$ cat config.mk
export PLATFORM = sky130hd
export DESIGN_NAME = regfile_write_arbiter_flat
export DESIGN_NICKNAME = d
export VERILOG_FILES = /design/src/rtl/regfile_write_arbiter_if.sv /design/src/rtl/regfile_write_arbiter.sv /design/src/flat_wrapper.sv
export SDC_FILE = /design/constraint.sdc
export NUM_CORES = 1
export LEC_CHECK = 0
export CAP_MARGIN = 20
export CORE_ASPECT_RATIO = 1.1
export CORE_UTILIZATION = 45
export DETAILED_ROUTE_END_ITERATION = 12
export GPL_TIMING_DRIVEN = 0
export PLACE_DENSITY = 0.81
export SETUP_SLACK_MARGIN = 0.4
export SKIP_CTS_REPAIR_TIMING = 1
export SLEW_MARGIN = 20
export SYNTH_ARGS = -nofsm -noshare
export SYNTH_HDL_FRONTEND = slang
export SYNTH_SLANG_ARGS = --single-unit
$ cat constraint.sdc
create_clock -name CLK -period 2.8 [get_ports CLK]
set_clock_uncertainty 0.1 [all_clocks]
set_input_delay 0.56 -clock CLK [delete_from_list [all_inputs] [get_ports CLK]]
set_output_delay 0.56 -clock CLK [all_outputs]
set_load 0.1 [all_outputs]
$ cat src/rtl/regfile_write_arbiter_if.sv
// Requester-side bundle of the register-file write arbiter: per-requester
// valid/address/value with a one-hot ready, plus the loader's lock handshake.
interface regfile_write_arbiter_if #(
  parameter int NUM_REQ = 3
);
  logic [NUM_REQ-1:0]    req_valid;
  logic [3*NUM_REQ-1:0]  req_address;
  logic [16*NUM_REQ-1:0] req_value;
  logic [NUM_REQ-1:0]    req_ready;
  logic                  lock_req;
  logic                  lock_ack;
  logic                  lock_timeout;

  modport master (
    output req_valid, req_address, req_value, lock_req,
    input  req_ready, lock_ack, lock_timeout
  );

  modport slave (
    input  req_valid, req_address, req_value, lock_req,
    output req_ready, lock_ack, lock_timeout
  );
endinterface

$ cat src/rtl/regfile_write_arbiter.sv
// Round-robin arbiter sharing the single write port of the 8x16 register file
// between loader (0), ALU writeback (1) and memory-load writeback (2).
// The loader may take an exclusive lock, bounded by a watchdog timeout.
module regfile_write_arbiter #(
  parameter int NUM_REQ          = 3,
  parameter int LOCK_TIMEOUT     = 64,
  parameter int ZERO_REG_PROTECT = 0
) (
  input  logic                    CLK,
  input  logic                    RST_N,
  regfile_write_arbiter_if.slave  req,
  output logic                    rf_write,
  output logic [2:0]              rf_write_address,
  output logic [15:0]             rf_write_value,
  output logic [15:0]             write_count
);

  typedef enum logic {ARB = 1'b0, LOCK = 1'b1} state_t;

  // Counter value seen in the last permitted LOCK cycle.
  localparam logic [15:0] LOCK_LAST = 16'(LOCK_TIMEOUT - 1);

  state_t               state, state_next;
  logic [1:0]           ptr, ptr_next;
  logic [15:0]          lock_cnt, lock_cnt_next;
  logic                 relock_block, relock_block_next;
  logic                 lock_timeout_q;
  logic                 timeout_fire;

  logic                 exclusive;
  logic [NUM_REQ-1:0]   eligible;
  logic [NUM_REQ-1:0]   grant;
  logic [1:0]           grant_idx;
  logic [1:0]           cand;
  logic [2:0]           sel_address;
  logic [15:0]          sel_value;
  logic                 forward;

  function automatic logic [1:0] rr_next(input logic [1:0] p);
    return (p == 2'(NUM_REQ - 1)) ? 2'd0 : p + 2'd1;
  endfunction

  // State register: FSM state, round-robin pointer, lock watchdog, sticky flag.
  always_ff @(posedge CLK or negedge RST_N) begin
    // NOTE: clocked state uses non-blocking assignments so every flop samples
    // pre-edge values regardless of statement order.
    if (!RST_N) begin
      state          <= ARB;
      ptr            <= '0;
      lock_cnt       <= '0;
      relock_block   <= 1'b0;
      lock_timeout_q <= 1'b0;
    end else begin
      state        <= state_next;
      ptr          <= ptr_next;
      lock_cnt     <= lock_cnt_next;
      relock_block <= relock_block_next;
      if (timeout_fire) lock_timeout_q <= 1'b1;
    end
  end

  // Next-state logic: lock entry/exit, watchdog and pointer advance.
  always_comb begin
    // NOTE: every combinational output gets a default first, so no path
    // through the block leaves a variable unassigned (no latches).
    state_next        = state;
    ptr_next          = ptr;
    lock_cnt_next     = lock_cnt;
    relock_block_next = relock_block;
    timeout_fire      = 1'b0;

    if (|grant) ptr_next = rr_next(grant_idx);

    unique case (state)
      ARB: begin
        // One low cycle of lock_req re-arms locking after a forced release.
        if (!req.lock_req) relock_block_next = 1'b0;
        if (req.lock_req && !relock_block) begin
          state_next    = LOCK;
          lock_cnt_next = '0;
        end
      end
      LOCK: begin
        if (lock_cnt == LOCK_LAST) begin
          // Watchdog wins even if lock_req drops in this same cycle.
          state_next        = ARB;
          ptr_next          = 2'd1;
          lock_cnt_next     = '0;
          relock_block_next = 1'b1;
          timeout_fire      = 1'b1;
        end else if (!req.lock_req) begin
          state_next    = ARB;
          ptr_next      = 2'd1;
          lock_cnt_next = '0;
        end else begin
          lock_cnt_next = lock_cnt + 16'd1;
        end
      end
      default: state_next = ARB;
    endcase
  end

  // Output logic: eligibility, rotating-priority grant and granted payload.
  always_comb begin
    exclusive = (state == LOCK) || (req.lock_req && !relock_block);
    eligible  = exclusive ? (req.req_valid & NUM_REQ'(1)) : req.req_valid;

    grant     = '0;
    grant_idx = '0;
    cand      = ptr;
    for (int j = 0; j < NUM_REQ; j++) begin
      if (grant == '0 && eligible[cand]) begin
        grant[cand] = 1'b1;
        grant_idx   = cand;
      end
      cand = rr_next(cand);
    end
    if (!RST_N) grant = '0;

    sel_address = '0;
    sel_value   = '0;
    for (int i = 0; i < NUM_REQ; i++) begin
      if (grant[i]) begin
        sel_address = req.req_address[3*i +: 3];
        sel_value   = req.req_value[16*i +: 16];
      end
    end

    // A protected write to r0 is still handshaken, just never forwarded.
    forward = (|grant) && !((ZERO_REG_PROTECT != 0) && (sel_address == 3'd0));
  end

  assign req.req_ready    = grant;
  assign req.lock_ack     = (state == LOCK);
  assign req.lock_timeout = lock_timeout_q;

  // Write path: register the accepted transfer one cycle after the handshake.
  always_ff @(posedge CLK or negedge RST_N) begin
    if (!RST_N) begin
      rf_write         <= 1'b0;
      rf_write_address <= '0;
      rf_write_value   <= '0;
      write_count      <= '0;
    end else begin
      rf_write <= 1'b0;
      if (forward) begin
        rf_write         <= 1'b1;
        rf_write_address <= sel_address;
        rf_write_value   <= sel_value;
        if (write_count != 16'hFFFF) write_count <= write_count + 16'd1;
      end
    end
  end

endmodule

$ cat src/flat_wrapper.sv
// flat-port wrapper written by rule: the top's interface ports become plain ports
module regfile_write_arbiter_flat 
#(
  parameter int NUM_REQ          = 3,
  parameter int LOCK_TIMEOUT     = 64,
  parameter int ZERO_REG_PROTECT = 0
)
  (CLK, RST_N, rf_write, rf_write_address, rf_write_value, write_count, req_req_valid, req_req_address, req_req_value, req_lock_req, req_req_ready, req_lock_ack, req_lock_timeout);
  regfile_write_arbiter_if #(.NUM_REQ(NUM_REQ)) req_i ();
  input  logic CLK;
  input  logic RST_N;
  output logic rf_write;
  output logic [2:0] rf_write_address;
  output logic [15:0] rf_write_value;
  output logic [15:0] write_count;
  input wire logic [$bits(req_i.req_valid)-1:0] req_req_valid;
  input wire logic [$bits(req_i.req_address)-1:0] req_req_address;
  input wire logic [$bits(req_i.req_value)-1:0] req_req_value;
  input wire logic [$bits(req_i.lock_req)-1:0] req_lock_req;
  output wire logic [$bits(req_i.req_ready)-1:0] req_req_ready;
  output wire logic [$bits(req_i.lock_ack)-1:0] req_lock_ack;
  output wire logic [$bits(req_i.lock_timeout)-1:0] req_lock_timeout;
  assign req_i.req_valid = req_req_valid;
  assign req_i.req_address = req_req_address;
  assign req_i.req_value = req_req_value;
  assign req_i.lock_req = req_lock_req;
  assign req_req_ready = req_i.req_ready;
  assign req_lock_ack = req_i.lock_ack;
  assign req_lock_timeout = req_i.lock_timeout;
  regfile_write_arbiter #(.NUM_REQ(NUM_REQ), .LOCK_TIMEOUT(LOCK_TIMEOUT), .ZERO_REG_PROTECT(ZERO_REG_PROTECT)) u_core (.CLK(CLK), .RST_N(RST_N), .req(req_i), .rf_write(rf_write), .rf_write_address(rf_write_address), .rf_write_value(rf_write_value), .write_count(write_count));
endmodule
* After elaboration in Yosys (flattened, before gate mapping)
Cells that the tools add are included.
** Cells by class
- $add $sub $neg :: 5
- Magnitude comparators :: 6
- Eq/ne operators :: 8
- Multiplexer cells :: 47
- Bitwise operators :: 3
- Reduce and logical (&&, ||, !) cells :: 13
** Operators with widths (number)
- 2-to-1 mux 16 bit :: 6
- adder 16 x 1 -> 16 bit, second input constant :: 2
- case mux 16 bit (2 select lines) :: 1
- 2-to-1 mux 3 bit :: 8
- 2-to-1 mux 2 bit :: 10
- == test 16 x 6 -> 1 bit, second input constant :: 1
- != test 16 bit, second input constant :: 1
- 2-to-1 mux 1 bit :: 14
- less-than comparator 2 x 3 -> 1 bit, second input constant :: 3
- adder 2 x 1 -> 2 bit, second input constant :: 3
- binary-select mux 1 bit (select 2 bit) :: 3
- demux 1 bit (select 2 bit) :: 3
- == test 2 bit, second input constant :: 3
- >= comparator 2 x 1 -> 1 bit, second input constant :: 3
- logical AND 1 bit :: 6
- zero test 3 bit :: 2
- bitwise OR 3 bit :: 2
- != test 2 bit, second input constant :: 2
- case mux 1 bit (2 select lines) :: 2
- AND reduction 2 bit :: 2
- OR reduction 3 bit :: 1
- != test 2 x 1 -> 1 bit, second input constant :: 1
- zero test 1 bit :: 1
- logical OR 1 bit :: 1
- NOT 1 bit :: 1
** Storage, ports and cells
- Flip-flop bits (word level) :: 57
- Output and inout bits :: 41
- Word-level logic and storage cells :: 91

* Longest topological paths before layout
Gate-level depths: netlist of the first run.
- Word-level depth :: 19
- Mapped depth :: 8
- Depth with buffers taken out :: 7

* Worst setup path after synthesis of the first run
Ideal clock, no wire load.
- Path type :: reg-to-output
- From :: reg u_core.state (netlist: u_core.req.lock_ack)
- To :: out req_req_ready[0]
- Arrival :: 2603 ps
- Path slack :: -463 ps
- Stages on the path, launching flop included :: 6
- Path buffers :: 2
- Path through :: dfrtp_1 > buf_2 > a21oi_4 > a21o_1 > inv_2 > clkbuf_1
** On the way
- Longest elaborated chain between the ends :: 12
- Elaborated cells between the ends (all ways) :: 18
- Those cells by class :: mux (11); bitwise (2); reduce/logical (5)
** Ends and longest elaborated chain
- start: declaration :: RTL line regfile_write_arbiter.sv:23 : state_t state, state_next;
- start signal: assignment :: RTL line regfile_write_arbiter.sv:54 : state <= state_next;
- logical OR 1 bit * :: RTL line regfile_write_arbiter.sv:105 : exclusive = (state == LOCK) || (req.lock_req && !relock_block);
- 2-to-1 mux 3 bit * :: RTL line regfile_write_arbiter.sv:106 : eligible = exclusive ? (req.req_valid & NUM_REQ'(1)) : req.req_valid;
- binary-select mux 1 bit (select 2 bit) :: RTL line regfile_write_arbiter.sv:112 : if (grant == '0 && eligible[cand]) begin
- 2-to-1 mux 1 bit (not written as such) :: RTL line regfile_write_arbiter.sv:112
- 2-to-1 mux 3 bit :: RTL line regfile_write_arbiter.sv:112
- zero test 3 bit :: RTL line regfile_write_arbiter.sv:112
- logical AND 1 bit :: RTL line regfile_write_arbiter.sv:112
- 2-to-1 mux 3 bit :: RTL line regfile_write_arbiter.sv:112
- zero test 3 bit :: RTL line regfile_write_arbiter.sv:112
- logical AND 1 bit :: RTL line regfile_write_arbiter.sv:112
- 2-to-1 mux 3 bit * :: RTL line regfile_write_arbiter.sv:112
- 2-to-1 mux 3 bit * :: RTL line regfile_write_arbiter.sv:118 : if (!RST_N) grant = '0;
- end: declaration :: RTL line flat_wrapper.sv:20 : output wire logic [$bits(req_i.req_ready)-1:0] req_req_ready;
Every way passes the cells marked *; elsewhere a longest branch is shown, timed or not. The select of a mux whose other input is x is not followed.

* Final worst setup path of the first run
- From :: reg u_core.state (netlist: u_core.req.lock_ack)
- To :: out req_req_ready[1]
Same word-level chain as after synthesis.

==> results.md, run 1 <==
- The flow ran to the end, and the final reports show no timing, DRC or antenna violations.
- The floorplan step set the die width to ~78 µm.
- Final hold analysis gives a worst-case slack of ~0.12 ns.
- Compared with the post-synthesis result, the final layout area differs by 60.4%.
- In this run the worst path has a maximum fanout of 10.
- In this run the remaining antenna-violating nets after routing total 0.
- Counting flops and latches in the post-synthesis netlist gives between 50 and 60.
- The worst pin sits at a relative slew slack of 0.323.
- After routing the design area is roughly 0.0046 mm².
- The routed design could run at a clock period as short as 2.40 ns.
- In this run the worst setup path begins at u_core.req.lock_ack.
- Setup repair after global routing could not meet its margin everywhere.
- The pin count of the biggest net entering global routing is slightly below 60.
- The first global-routing pass estimated about 13 mm of wire.
- The floorplan step set the die height to ~85 µm.
- The clock tree from TritonCTS is built.
- The number of fillers in the final layout is 394.
- The initial DRC count is just under 300.
- Ranked by total cell area, the synthesized netlist is headed by sky130_fd_sc_hd__dfrtp_1 50%, sky130_fd_sc_hd__nand2_1 9.0%, sky130_fd_sc_hd__a222oi_1 6.7%, sky130_fd_sc_hd__xnor2_1 3.7%, sky130_fd_sc_hd__o21ai_0 3.4%.
- The net count of the finished layout is about 490.
- In the global route stage, overall resource usage came out at 0.247.
- The slew at the pin closest to its max-slew limit is between 1 and 1.5 ns.
- The net count after synthesis is between 300 and 400.
- The setup slack on the worst flop-to-flop path is approximately 0.59 ns.
- In this run the power density over the cells is about 750 mW/mm².
- At the worst endpoint, the required time is between 2 and 2.5 ns.
- After detailed routing, the number of remaining DRC violations is 0.
- The synthesized netlist occupies a cell area of approximately 0.0028 mm².
- The number of max-cap violations is 0.
- The nature of the critical path endpoint is a primary output.
- The routed layout has 2869 vias.
- The element type at the critical path start is a flop.
- For this run, the number of Yosys warnings is 0.
- The estimated wirelength of the detail-placed design is about 5.5 mm.
- The sum of overflow across all layers after global routing is 0.
- The clock tree synthesis step divided the H-tree into 3 levels.
- The type of the worst min-delay path is in2async.
- The detailed-route vias per instance is 5.69.
- Clock tree synthesis selected as its root buffer the cell sky130_fd_sc_hd__clkbuf_8.
- For this block, the routed nets add up to around 8.6 mm of wire.
- The buffer depth of the longest clock path is 2.
- The worst setup path is of the reg2out kind.
- The maximum frequency from static timing analysis is between 400 and 500 MHz.
- The dominant cell type by area after synthesis is sky130_fd_sc_hd__dfrtp_1.
- The analysis attributes to cell leakage a power of ~0.0025 µW.
- The sequential fraction of the synthesis area is 0.503.
- The core outline area is just under 0.006 mm².
- The worst register-to-register path ends at u_core.rf_write_value[0].
- At the end of routability-driven placement, the weighted congestion stood at 0.848.
- After floorplanning, the core was divided into 29 placement rows.
- Counting the buffers created by CTS gives 9.
- The synthesized instance count is around 290.
- Data arrives at the worst endpoint at about 1.7 ns.
- The later-pin clock latency in the skew report is around 0.34 ns.
- The worst-case IR drop observed on VDD is 0.820 mV.
- For this run, the share of the core covered by cells in the final layout is 0.770.
- The number of max-slew violations in the final report came to 0.
- The capture point of the worst path is req_req_ready[1].
- The share of synthesized area in the top cell type comes to 0.503.
- Buffers placed on the I/O ports in this run total about 100.
- In the final routed layout, each cell accounts on average for roughly 17 µm.
- The hold violation count in the final report is 0.
- Pin placement for this block handled 104 I/O pins.
- The die area is 0.00663 mm².
- For this design, the sink count on the clock tree is between 50 and 60.
- For this configuration, the core starts out at a cell density of 0.480.
- The via count of the first global-routing pass is ~2700.
- Of the available clock period, the critical path in the final layout requires 0.859.
- The final count of negative-setup-slack endpoints is 0.
- The number of antenna violations at the first check in global routing came to 0.
- The worst register-to-register path begins at u_core.req.lock_ack.
- A synthesized cell averages between 9 and 10 µm².
- The number of detailed-route iterations in the first pass is 5.
- The placed instances occupy a cell area of around 0.004 mm².
- The clock-pin slew on the worst setup and hold paths is ~0.060 ns.
- The depth of the worst register-to-register path is 9.
- The share of layout cells above drive strength 1 is 0.155.
- The number of unique standard cell types used by synthesis is 40.
- The antenna diode count is 0.
-- worst min path at each step --
stage	to	slack (ns)	depth (start not counted)
after floorplan	u_core.lock_cnt[0]	0.16	0
after global placement	u_core.req.lock_timeout	0.35	1
after detailed placement	u_core.rf_write_value[11]	0.27	1
after CTS	u_core.rf_write_value[11]	-0.09	1
after global routing	u_core.req.lock_ack	0.12	2
final	u_core.req.lock_ack	0.12	2
-- critical path: stages, from the launching register on --
cell and delay, ns:
sky130_fd_sc_hd__dfrtp_2 0.40, sky130_fd_sc_hd__buf_6 0.13, sky130_fd_sc_hd__a21oi_4 0.20, sky130_fd_sc_hd__nand2_2 0.12, sky130_fd_sc_hd__nor3_2 0.14, sky130_fd_sc_hd__buf_4 0.21
sky130_fd_sc_hd__buf_8 0.21
-- final cells by class --
type,instances,area (µm²),share of cell area
plain buffers,14,101,0.0223
clock buffers,11,151,0.0333
clock inverters,5,77.6,0.0170
inverters,3,11.3,0.00247
multi-input cells,217,1350,0.297
flip-flops and latches,57,1430,0.314
well taps,77,96.3,0.0212
repair buffers,120,1330,0.292
-- sequential cells by signal, summed over array words and instances, names as in the netlist --
| register | cells |
|---|---|
| u_core.ptr | 2 |
| u_core.rf_write_address | 3 |
| u_core.lock_cnt | 16 |
| u_core.write_count | 16 |
| u_core.relock_block | 1 |
| u_core.req.lock_ack | 1 |
| u_core.rf_write | 1 |
| u_core.req.lock_timeout | 1 |
| u_core.rf_write_value | 16 |
-- Yosys cell counts, drive strengths merged --
master	instances
a22o	1
a2111oi	1
a221o	1
nor2b	4
inv	3
clkbuf	8
and4	4
o22ai	1
nand4	5
dfrtp	57
nor4	3
and3	11
ha	2
o41ai	1
nand2	68
buf	6
xnor2	12
or2	1
o2111ai	1
a31oi	4
a21oi	8
nor3	8
o31ai	3
o21ai	20
nand2b	3
nand3	15
a21o	2
and2	3
xor2	6
a222oi	19
mux2	1
nor2	8
a41o	1
-- cell families (layout without fill, tap and decap cells) --
kind of cell	after synthesis	after routing	synth area share
simple gates	133	133	0.227
compound gates	63	63	0.172
flops	57	57	0.503
xor+xnor	18	18	0.0556
buf+inv	17	153	0.0300
fa+ha+maj	2	2	0.00882
mux	1	1	0.00397
-- layer usage --
layer | vias to the layer above | GRT usage | routed length (µm)
met3 | 28 | 0.0516 | 509
li1 | 1334 | - | -
met5 | - | 0 | 0
met1 | 1391 | 0.307 | 3330
met4 | 0 | 0.127 | 282
met2 | 116 | 0.406 | 4450
-- metrics by stage --
stage / setup slack [ns] / TNS [ns] / instances / total power [µW]
3_5_place_dp: -0.968 / -2.76 / 472 / 2520
6_report: 0.396 / 0 / 504 / 3420
2_1_floorplan: 0.423 / 0 / 291 / 2100
5_1_grt: 0.280 / 0 / 504 / 3530
3_3_place_gp: -2.87 / -121.56 / 471 / 2500
4_1_cts: -0.972 / -2.78 / 488 / 3400
-- where the power goes --
group / internal, µW / switching [µW]
registers: 947 / 115
clock network: 546 / 338
logic: 394 / 1080
total: 1890 / 1540
-- layout by cell type, fill, tap and decap left out, types with 5 or more instances in the layout --
master and n:
sky130_fd_sc_hd__nand2_1 67, sky130_fd_sc_hd__clkdlybuf4s50_1 57, sky130_fd_sc_hd__dfrtp_1 53, sky130_fd_sc_hd__dlymetal6s2s_1 42
sky130_fd_sc_hd__o21ai_0 19, sky130_fd_sc_hd__a222oi_1 19, sky130_fd_sc_hd__buf_4 15, sky130_fd_sc_hd__nand3_1 15
sky130_fd_sc_hd__xnor2_1 12, sky130_fd_sc_hd__clkbuf_8 11, sky130_fd_sc_hd__and3_1 10, sky130_fd_sc_hd__a21oi_1 6
sky130_fd_sc_hd__nor2_1 6, sky130_fd_sc_hd__xor2_1 6, sky130_fd_sc_hd__nor3_1 6, sky130_fd_sc_hd__buf_6 5
sky130_fd_sc_hd__clkbuf_1 5, sky130_fd_sc_hd__nand4_1 5
No activity file was read; power rests on OpenSTA's default activity.
==> run 2, diff against run 1 <==
- CTS_CLUSTER_SIZE: unset -> 14
==> results of run 2 <==
No change in the layout: final DEF, timing and power equal those of run 1.
